[src/rtl/debounce_bank.sv]
// -----------------------------------------------------------------------------
// debounce_bank
//
// N-channel debouncer for board buttons and switches. One shared prescaler
// produces a sample tick. Each channel has its own 2-FF synchroniser,
// polarity correction and stability counter. A channel takes a new level
// only after STABLE_TICKS consecutive samples that differ from the current
// level. Any sample that matches the current level discards the progress
// made so far, which rejects glitches.
//
// Optional feature: define DEBOUNCE_LONGPRESS_EN to build per-channel hold
// counters. These drive a single btn_long pulse after LONG_TICKS ticks of
// continuous level==1. When the macro is undefined, btn_long is tied to 0
// and no hold counters are built.
//
// Ports:
//   clk        in   1     system clock
//   reset      in   1     asynchronous, active-high reset
//   btn_in     in   N_CH  raw asynchronous inputs
//   btn_level  out  N_CH  debounced, polarity-corrected level
//   btn_rise   out  N_CH  1-cycle pulse when btn_level goes 0->1
//   btn_fall   out  N_CH  1-cycle pulse when btn_level goes 1->0
//   btn_long   out  N_CH  1-cycle long-press pulse (0 without the macro)
//   tick       out  1     1-cycle sample strobe
// -----------------------------------------------------------------------------
module debounce_bank #(
  parameter int              N_CH         = 5,
  parameter int              TICK_DIV     = 100000,
  parameter int              STABLE_TICKS = 4,
  parameter int              LONG_TICKS   = 1000,
  parameter logic [N_CH-1:0] INVERT_MASK  = '0
) (
  input  logic            clk,
  input  logic            reset,
  input  logic [N_CH-1:0] btn_in,
  output logic [N_CH-1:0] btn_level,
  output logic [N_CH-1:0] btn_rise,
  output logic [N_CH-1:0] btn_fall,
  output logic [N_CH-1:0] btn_long,
  output logic            tick
);

  localparam int              TW          = $clog2(TICK_DIV);
  localparam logic [TW-1:0]   TICK_LAST   = TW'(TICK_DIV - 1);
  localparam int              SW          = $clog2(STABLE_TICKS + 1);
  localparam logic [SW-1:0]   STABLE_LAST = SW'(STABLE_TICKS - 1);

  // Out-of-range parameters stop elaboration instead of building wrong hardware.
  if (N_CH < 1 || TICK_DIV < 2 || STABLE_TICKS < 1 || LONG_TICKS < 1) begin : g_bad_params
    $error("debounce_bank: parameter out of range");
  end

  // ---------------------------------------------------------------------------
  // Shared prescaler. tick is registered, so it goes high in the cycle after
  // cnt_t reaches TICK_DIV-1. The first tick comes TICK_DIV cycles after reset.
  // ---------------------------------------------------------------------------
  logic [TW-1:0] cnt_t;

  // NOTE: every state register uses non-blocking assignments. All flops then
  // update together at the clock edge, whatever the order of the statements.
  always_ff @(posedge clk or posedge reset) begin
    if (reset) begin
      cnt_t <= '0;
      tick  <= 1'b0;
    end else begin
      tick  <= (cnt_t == TICK_LAST);
      cnt_t <= (cnt_t == TICK_LAST) ? '0 : cnt_t + TW'(1);
    end
  end

  // ---------------------------------------------------------------------------
  // Synchroniser. The flops reset to INVERT_MASK, so an idle active-low input
  // reads as inactive straight after reset and causes no false edge.
  // ---------------------------------------------------------------------------
  logic [N_CH-1:0] sync1, sync2, s;

  always_ff @(posedge clk or posedge reset) begin
    if (reset) begin
      sync1 <= INVERT_MASK;
      sync2 <= INVERT_MASK;
    end else begin
      sync1 <= btn_in;
      sync2 <= sync1;
    end
  end

  assign s = sync2 ^ INVERT_MASK;

  // ---------------------------------------------------------------------------
  // Stability counters, level and edge pulses. The edge pulses are registered
  // in the same cycle as the level, so each pulse lines up with the first
  // cycle that shows the new level. TICK_DIV >= 2, so the cycle after a tick
  // never holds another tick, and every pulse lasts exactly one cycle.
  // ---------------------------------------------------------------------------
  logic [SW-1:0] stab_cnt [N_CH];

  // NOTE: the counter array is a few flops per channel, not a RAM, so it is
  // reset explicitly. This ensures a reset in the middle of a count loses any
  // partial count.
  always_ff @(posedge clk or posedge reset) begin
    if (reset) begin
      btn_level <= '0;
      btn_rise  <= '0;
      btn_fall  <= '0;
      for (int i = 0; i < N_CH; i++) stab_cnt[i] <= '0;
    end else begin
      btn_rise <= '0;
      btn_fall <= '0;
      if (tick) begin
        for (int i = 0; i < N_CH; i++) begin
          if (s[i] == btn_level[i]) begin
            stab_cnt[i] <= '0;
          end else if (stab_cnt[i] == STABLE_LAST) begin
            stab_cnt[i]  <= '0;
            btn_level[i] <= s[i];
            btn_rise[i]  <= s[i];
            btn_fall[i]  <= ~s[i];
          end else begin
            stab_cnt[i] <= stab_cnt[i] + SW'(1);
          end
        end
      end
    end
  end

  // ---------------------------------------------------------------------------
  // Long-press detection (optional).
  // ---------------------------------------------------------------------------
`ifdef DEBOUNCE_LONGPRESS_EN
  localparam int            HW        = $clog2(LONG_TICKS + 1);
  localparam logic [HW-1:0] LONG_LAST = HW'(LONG_TICKS - 1);
  localparam logic [HW-1:0] LONG_MAX  = HW'(LONG_TICKS);

  logic [HW-1:0] hold_cnt [N_CH];

  // The counter saturates at LONG_TICKS, so a press held for a long time
  // produces one pulse only. A low level clears the counter and re-arms it.
  always_ff @(posedge clk or posedge reset) begin
    if (reset) begin
      btn_long <= '0;
      for (int i = 0; i < N_CH; i++) hold_cnt[i] <= '0;
    end else begin
      btn_long <= '0;
      for (int i = 0; i < N_CH; i++) begin
        if (!btn_level[i]) begin
          hold_cnt[i] <= '0;
        end else if (tick && hold_cnt[i] != LONG_MAX) begin
          hold_cnt[i] <= hold_cnt[i] + HW'(1);
          if (hold_cnt[i] == LONG_LAST) btn_long[i] <= 1'b1;
        end
      end
    end
  end
`else
  assign btn_long = '0;
`endif

endmodule

[config.mk]
export PLATFORM = sky130hd
export DESIGN_NAME = debounce_bank
export DESIGN_NICKNAME = d
export VERILOG_FILES = /design/src/rtl/debounce_bank.sv
export SDC_FILE = /design/constraint.sdc
export NUM_CORES = 1
export LEC_CHECK = 0
export CAP_MARGIN = 10
export CORE_ASPECT_RATIO = 0.6
export CORE_UTILIZATION = 35
export CTS_CLUSTER_DIAMETER = 100
export DETAILED_ROUTE_END_ITERATION = 7
export SYNTH_ARGS = -nofsm -noshare
export SYNTH_HDL_FRONTEND = slang
export SYNTH_SLANG_ARGS = --single-unit
[constraint.sdc]
create_clock -name clk -period 1.99 [get_ports clk]
set_input_delay 0.398 -clock clk [delete_from_list [all_inputs] [get_ports clk]]
set_output_delay 0.398 -clock clk [all_outputs]
set_load 0.005 [all_outputs]
==> impl_metrics.json, run 1 <==
{
  "worst-path-buf-inv": 1,
  "fp.dieH_um": 66.29,
  "hold_ws_ns": 0.3176,
  "ios": 28,
  "dieArea_um2": 7236,
  "drv_cap": 0,
  "critPathMaxStageDelay_ns": 0.53,
  "power_density_nw_per_um2": 908.3,
  "pre_cts_ws_ns": 0.4156,
  "crit-reg2reg-launch": "cnt_t[0]",
  "synth_top_family_by_area": "simple AND/OR/NAND/NOR gates",
  "dpl.hpwl_um": 2339,
  "gp_congestion": 0.8110,
  "routed_wl_um": 3575,
  "cts_max_level": 3,
  "p_leak_nw": 1.378,
  "synthCells": 197,
  "drt_pass1_iterations": 4,
  "status": "finished, final reports clean",
  "overflow": 0,
  "period_needed_ns": 1.649,
  "synth_xor_area_share_pct": 6.902,
  "setup_viol": 0,
  "clkSinkCount": 58,
  "drc": 0,
  "startpoint": "btn_level[1]",
  "synth.most_common_cell": "dfrtp_1",
  "ant_nets": 0,
  "drive_gt1_share_pct": 11.74,
  "cts_resized": 0,
  "netlist_top_cells_count": "dfrtp_1 (58), nor2_1 (18), inv_1 (11), xnor2_1 (11)",
  "fin_ws_ns": 0.3412,
  "die_w_um": 109.2,
  "critical-path-top-delay-family": "buffers and inverters",
  "fmax_mhz": 606.5,
  "cts_root_buffer": "clkbuf_16",
  "nFillCells": 623,
  "drt-initial-drc-count": 75,
  "port_buffers": 22,
  "finalMaxSlewViolations": 0,
  "synth_top_area_share_pct": 60.20,
  "end_kind": "primary output",
  "antennaDiodeCount": 0,
  "worst-path-stages": 1,
  "cp-start-kind": "flip-flop",
  "grt_pass1_wl_um": 6168,
  "cp_max_fo": 5,
  "cts_buffers": 9,
  "yosys.area.top_type": "dfrtp_1",
  "synthAdderAreaFrac_pct": 3.114,
  "yosys_warnings": 0,
  "yosys_register_bits": 58,
  "postSynth.asyncResetShare_pct": 100.0,
  "path_cells": "clkdlybuf4s50_1",
  "clkTransAtPathRegs_ns": 0.05,
  "syn_avg_cell_area_um2": 12.24,
  "crit_type": "flip-flop to primary output",
  "grt_max_degree": 50,
  "crit_arrival_ns": 1.25,
  "rsz0062_at_grt": "no",
  "postCtsSetupBuffers": 0,
  "hold_viol_final": 0,
  "start_util_pct": 36.11,
  "reg2reg_to": "cnt_t[15]",
  "cts_tree": "yes",
  "synth.yosys.seq_area_share_pct": 60.20,
  "dr_total_vias": 1424,
  "grt_use_total_pct": 12.02,
  "core_um2": 6676,
  "grt_pass1_vias": 1300,
  "area_growth_pct": 24.34,
  "crit_path_end": "btn_level[1]",
  "rows": 23,
  "cts_hold_buffers": 0,
  "fin_worst_skew_ns": 0.005458,
  "slowest_stage": "clkdlybuf4s50_1",
  "synth_area_leaders": "dfrtp_1 (60%), mux2_2 (4.7%), xnor2_1 (4.0%), ha_1 (3.1%), nor3b_1 (3.1%)",
  "fin_crit_sh_pct": 82.85,
  "routedWlPerCell_um": 11.28,
  "ys_types": 27,
  "required_ns": 1.59,
  "viasPerCell": 4.492,
  "clock_path_buffers": 2,
  "fin_setup_tns_ns": 0,
  "antenna_found_initial": 0,
  "finalNetCount": 239,
  "reg2reg_setup_slack_ns": 0.41,
  "min_path_type": "primary input to asynchronous set/reset pin",
  "synth-main-ff-cell": "dfrtp_1",
  "synth_edf_count": 0,
  "synth_compound_area_share_pct": 4.411,
  "syn-cell-area_um2": 2411,
  "irDropWorstVdd_mv": 0.5271,
  "reg2reg_depth": 5,
  "synth_mux_area_share_pct": 5.086,
  "yosys.area_share.simple_pct": 15.46,
  "insertion_delay_ns": 0.32
}
-- area by class of cell --
| cell class | count | area (um^2) | share of cell area (%) |
|---|---|---|---|
| well taps | 87 | 108.9 | 3.631 |
| clock inverters | 3 | 40.04 | 1.336 |
| multi-input cells | 122 | 862.1 | 28.76 |
| flip-flops and latches | 58 | 1451 | 48.41 |
| inverters | 11 | 41.29 | 1.377 |
| clock buffers | 12 | 246.5 | 8.222 |
| repair buffers | 24 | 247.7 | 8.264 |
-- flip-flops by register name (all words and copies together) (netlist names) --
register and flops:
tick 1, btn_level 5, cnt_t 17, stab_cnt 15, sync1 5, s 5, btn_rise 5, btn_fall 5
-- per-stage QoR --
stage / cells / cell area [um^2] / total power, mW / utilization [%]
6_report: 317 / 2998 / 2.723 / 44.90
5_1_grt: 317 / 2998 / 2.841 / 44.90
4_1_cts: 317 / 2998 / 2.779 / 44.90
3_5_place_dp: 302 / 2711 / 1.275 / 40.61
3_3_place_gp: 302 / 2711 / 1.276 / 40.61
2_1_floorplan: 201 / 2426 / 1.257 / -
-- worst min-delay path by stage --
stage          slack [ns]        end  startpoint
5_1_grt              0.34  cnt_t[14]       reset
3_3_place_gp         0.33       s[3]    sync1[3]
2_1_floorplan        0.33       s[0]    sync1[0]
4_1_cts              0.31  cnt_t[14]       reset
3_5_place_dp         0.34       s[4]    sync1[4]
6_report             0.32  cnt_t[14]       reset
-- report_power, final --
part / total (mW) / switching (mW) / internal [mW]
logic: 0.0550 / 0.0319 / 0.0232
registers: 1.20 / 0.00687 / 1.19
clock network: 1.47 / 0.480 / 0.989
-- cells by family after synthesis --
| family | count (synthesis) |
|---|---|
| AOI/OAI and AO/OA | 15 |
| xor gates and xnor gates | 19 |
| adders and majority gates | 6 |
| buffers and inverters | 21 |
| DFF | 58 |
| muxes | 11 |
| other | 1 |
| and+or+nand+nor | 66 |
-- routing by layer --
| metal | share of wire, % | vias to the layer above | track usage (%) |
|---|---|---|---|
| met5 | 0 | - | 0 |
| met4 | 2.3 | 0 | 7.601 |
| met2 | 40 | 27 | 15.64 |
| li1 | - | 724 | - |
| met1 | 52 | 664 | 15.77 |
| met3 | 5.0 | 9 | 5.616 |
-- layout by cell type (no fill, tap or decap), drive strengths merged, types with 8 or more instances in the layout --
master	n
dfrtp	58
clkbuf	12
xor2	8
xnor2	11
clkdlybuf4s50	22
nand3	8
nand2	9
inv	11
nor2	18
nor3b	10
mux2	10
Power figures use the tool's default switching activity.
==> inputs of run 2 (changes only) <==
clock period = 1.55 ns   (was 1.99 ns; I/O delays follow)
==> run 2 against run 1 <==
Clock power rose by 50%. Sequential power rose by 28%. Die area did not move. Cell area rose by 5.8%. First-iteration DRC count fell by 17%. Sequential share of layout area fell by 2.6 points. Total power rose by 40%. Sequential cell count did not move. Largest cell class unchanged. Highest routed layer unchanged. Count of clock-buffer cells in the layout fell by 1. Non-clock buffer count rose by 13. Wire length rose by 5.2%.
==> impl_metrics.json, run 2 (synthesis results as in run 1) <==
{
  "multi_input_area_um2": 870.8,
  "startpoint": "btn_level[4]",
  "antenna_found_initial": 0,
  "hold_viol_final": 0,
  "slowest_stage": "clkdlybuf4s50_1",
  "crit_type": "flip-flop to primary output",
  "overflow": 0,
  "crit_path_end": "btn_level[4]",
  "crit_arrival_ns": 1.17,
  "cp-start-kind": "flip-flop",
  "drt_pass1_iterations": 6,
  "min_path_type": "flip-flop to flip-flop",
  "finalNetCount": 252,
  "top_register": "cnt_t",
  "grt_pass1_wl_um": 6665,
  "insertion_delay_ns": 0.32,
  "drt-initial-drc-count": 62,
  "cts_root_buffer": "clkbuf_16",
  "start_util_pct": 36.11,
  "stdcell_area_um2": 3171,
  "irDropWorstVdd_mv": 0.4961,
  "crit-reg2reg-launch": "cnt_t[0]",
  "core_um2": 6676,
  "drive_gt1_share_pct": 18.03,
  "reg.largest.list": "cnt_t (17), stab_cnt (15)",
  "grt_max_degree": 42,
  "reg2reg_to": "cnt_t[15]",
  "dpl.hpwl_um": 2453,
  "worst-path-buf-inv": 1,
  "viasPerCell": 4.556,
  "gp_congestion": 0.8429,
  "rows": 23,
  "clkTransAtPathRegs_ns": 0.05,
  "cts_tree": "yes",
  "fp.dieH_um": 66.29,
  "whs_path_depth": 0,
  "finalNonFillerCells": 331,
  "nFillCells": 603,
  "placed_area_um2": 2780,
  "fin_crit_sh_pct": 95.77,
  "final_cell_mix": "dfrtp_1 (57), clkdlybuf4s50_1 (22), nor2_1 (18)",
  "worst-path-stages": 1,
  "dr_total_vias": 1508,
  "place_inst": 309,
  "required_ns": 1.24,
  "routed_wl_um": 3760,
  "die_w_um": 109.2,
  "largest_reg_flops": 17,
  "end_kind": "primary output",
  "critPathMaxStageDelay_ns": 0.50,
  "cts_max_level": 3,
  "p_leak_nw": 1.463,
  "drv_cap": 0,
  "clock_path_buffers": 2,
  "period_needed_ns": 1.485,
  "cp_max_fo": 2,
  "clkSinkCount": 58,
  "setup_viol": 0,
  "reg2reg_setup_slack_ns": 0.14,
  "dieArea_um2": 7236,
  "power_density_nw_per_um2": 1206,
  "ant_nets": 0,
  "port_buffers": 22,
  "utilization_pct": 47.49,
  "critical-path-top-delay-family": "buffers and inverters",
  "fin_worst_skew_ns": 0.005568,
  "drc": 0,
  "status": "finished, final reports clean",
  "reg2reg_depth": 5,
  "antennaDiodeCount": 0,
  "ios": 28,
  "final_common_cell": "dfrtp_1",
  "fin_setup_tns_ns": 0,
  "grt_use_total_pct": 12.83,
  "area_growth_pct": 31.50,
  "seq_area_um2": 1453,
  "routedWlPerCell_um": 11.36,
  "finalMaxSlewViolations": 0,
  "grt_pass1_vias": 1466,
  "cts_hold_buffers": 0,
  "rsz0062_at_grt": "no",
  "cts_buffers": 9,
  "fmax_mhz": 673.6,
  "path_cells": "clkdlybuf4s50_1"
}
run 2: changes by cell type in the layout (fill, tap and decap cells not counted), sizes merged:
cell / previous run / this run
buf: 2 / 15
bufinv: 1 / 3
clkbuf: 12 / 11
clkinv: 2 / 1
clkinvlp: 0 / 2
inv: 11 / 10
run 2: what timing repair did:
item / CTS / global route
gates resized for setup: 1 / 3
endpoints found under the setup margin: 6 / 8
setup buffers: 6 / 0
run 2: how the worst min path moves through the flow:
| stage | startpoint | endpoint |
|---|---|---|
| final | sync1[4] | s[4] |
| after global routing | sync1[4] | s[4] |
| after CTS | sync1[4] | s[4] |
| after detailed placement | sync1[4] | s[4] |
| after global placement | sync1[1] | s[1] |
| after floorplan | sync1[0] | s[0] |
run 2: metal layers:
metal | up-vias | wire [um] | GRT usage (%)
met5 | - | 0 | 0
met1 | 716 | 1854 | 15.86
met4 | 0 | 69 | 6.588
met2 | 39 | 1541 | 17.14
met3 | 7 | 295 | 7.882
li1 | 746 | - | -
run 2: final cells by class:
class | count | area share [%]
inverters | 11 | 1.421
clock buffers | 11 | 7.340
clock inverters | 5 | 3.236
repair buffers | 37 | 11.29
multi-input cells | 122 | 27.47
flip-flops and latches | 58 | 45.82
well taps | 87 | 3.433
run 2: report_power, final:
part           total [mW]  switching, mW  internal [mW]
clock                2.21          0.645           1.56
sequential           1.54        0.00910           1.53
combinational      0.0743         0.0425         0.0318
run 2: through the flow:
stage	hold WS, ns	power [mW]	setup WS, ns
6_report	0.3456	3.823	0.06550
5_1_grt	0.3526	3.977	0.01642
4_1_cts	0.3470	3.895	0.03751
3_5_place_dp	0.3347	1.642	0.03495
3_3_place_gp	0.3336	1.642	0.07671
2_1_floorplan	0.3312	1.614	0.01835
run 2: worst reg2reg max path: cells and delay by family, from the launching register on:
| family | cells | cell delay, ns |
|---|---|---|
| adder cells (fa/ha/maj) | 1 | 0.21 |
| flip-flops | 1 | 0.37 |
| multiplexers | 1 | 0.06 |
| AND/OR/NAND/NOR | 3 | 0.66 |
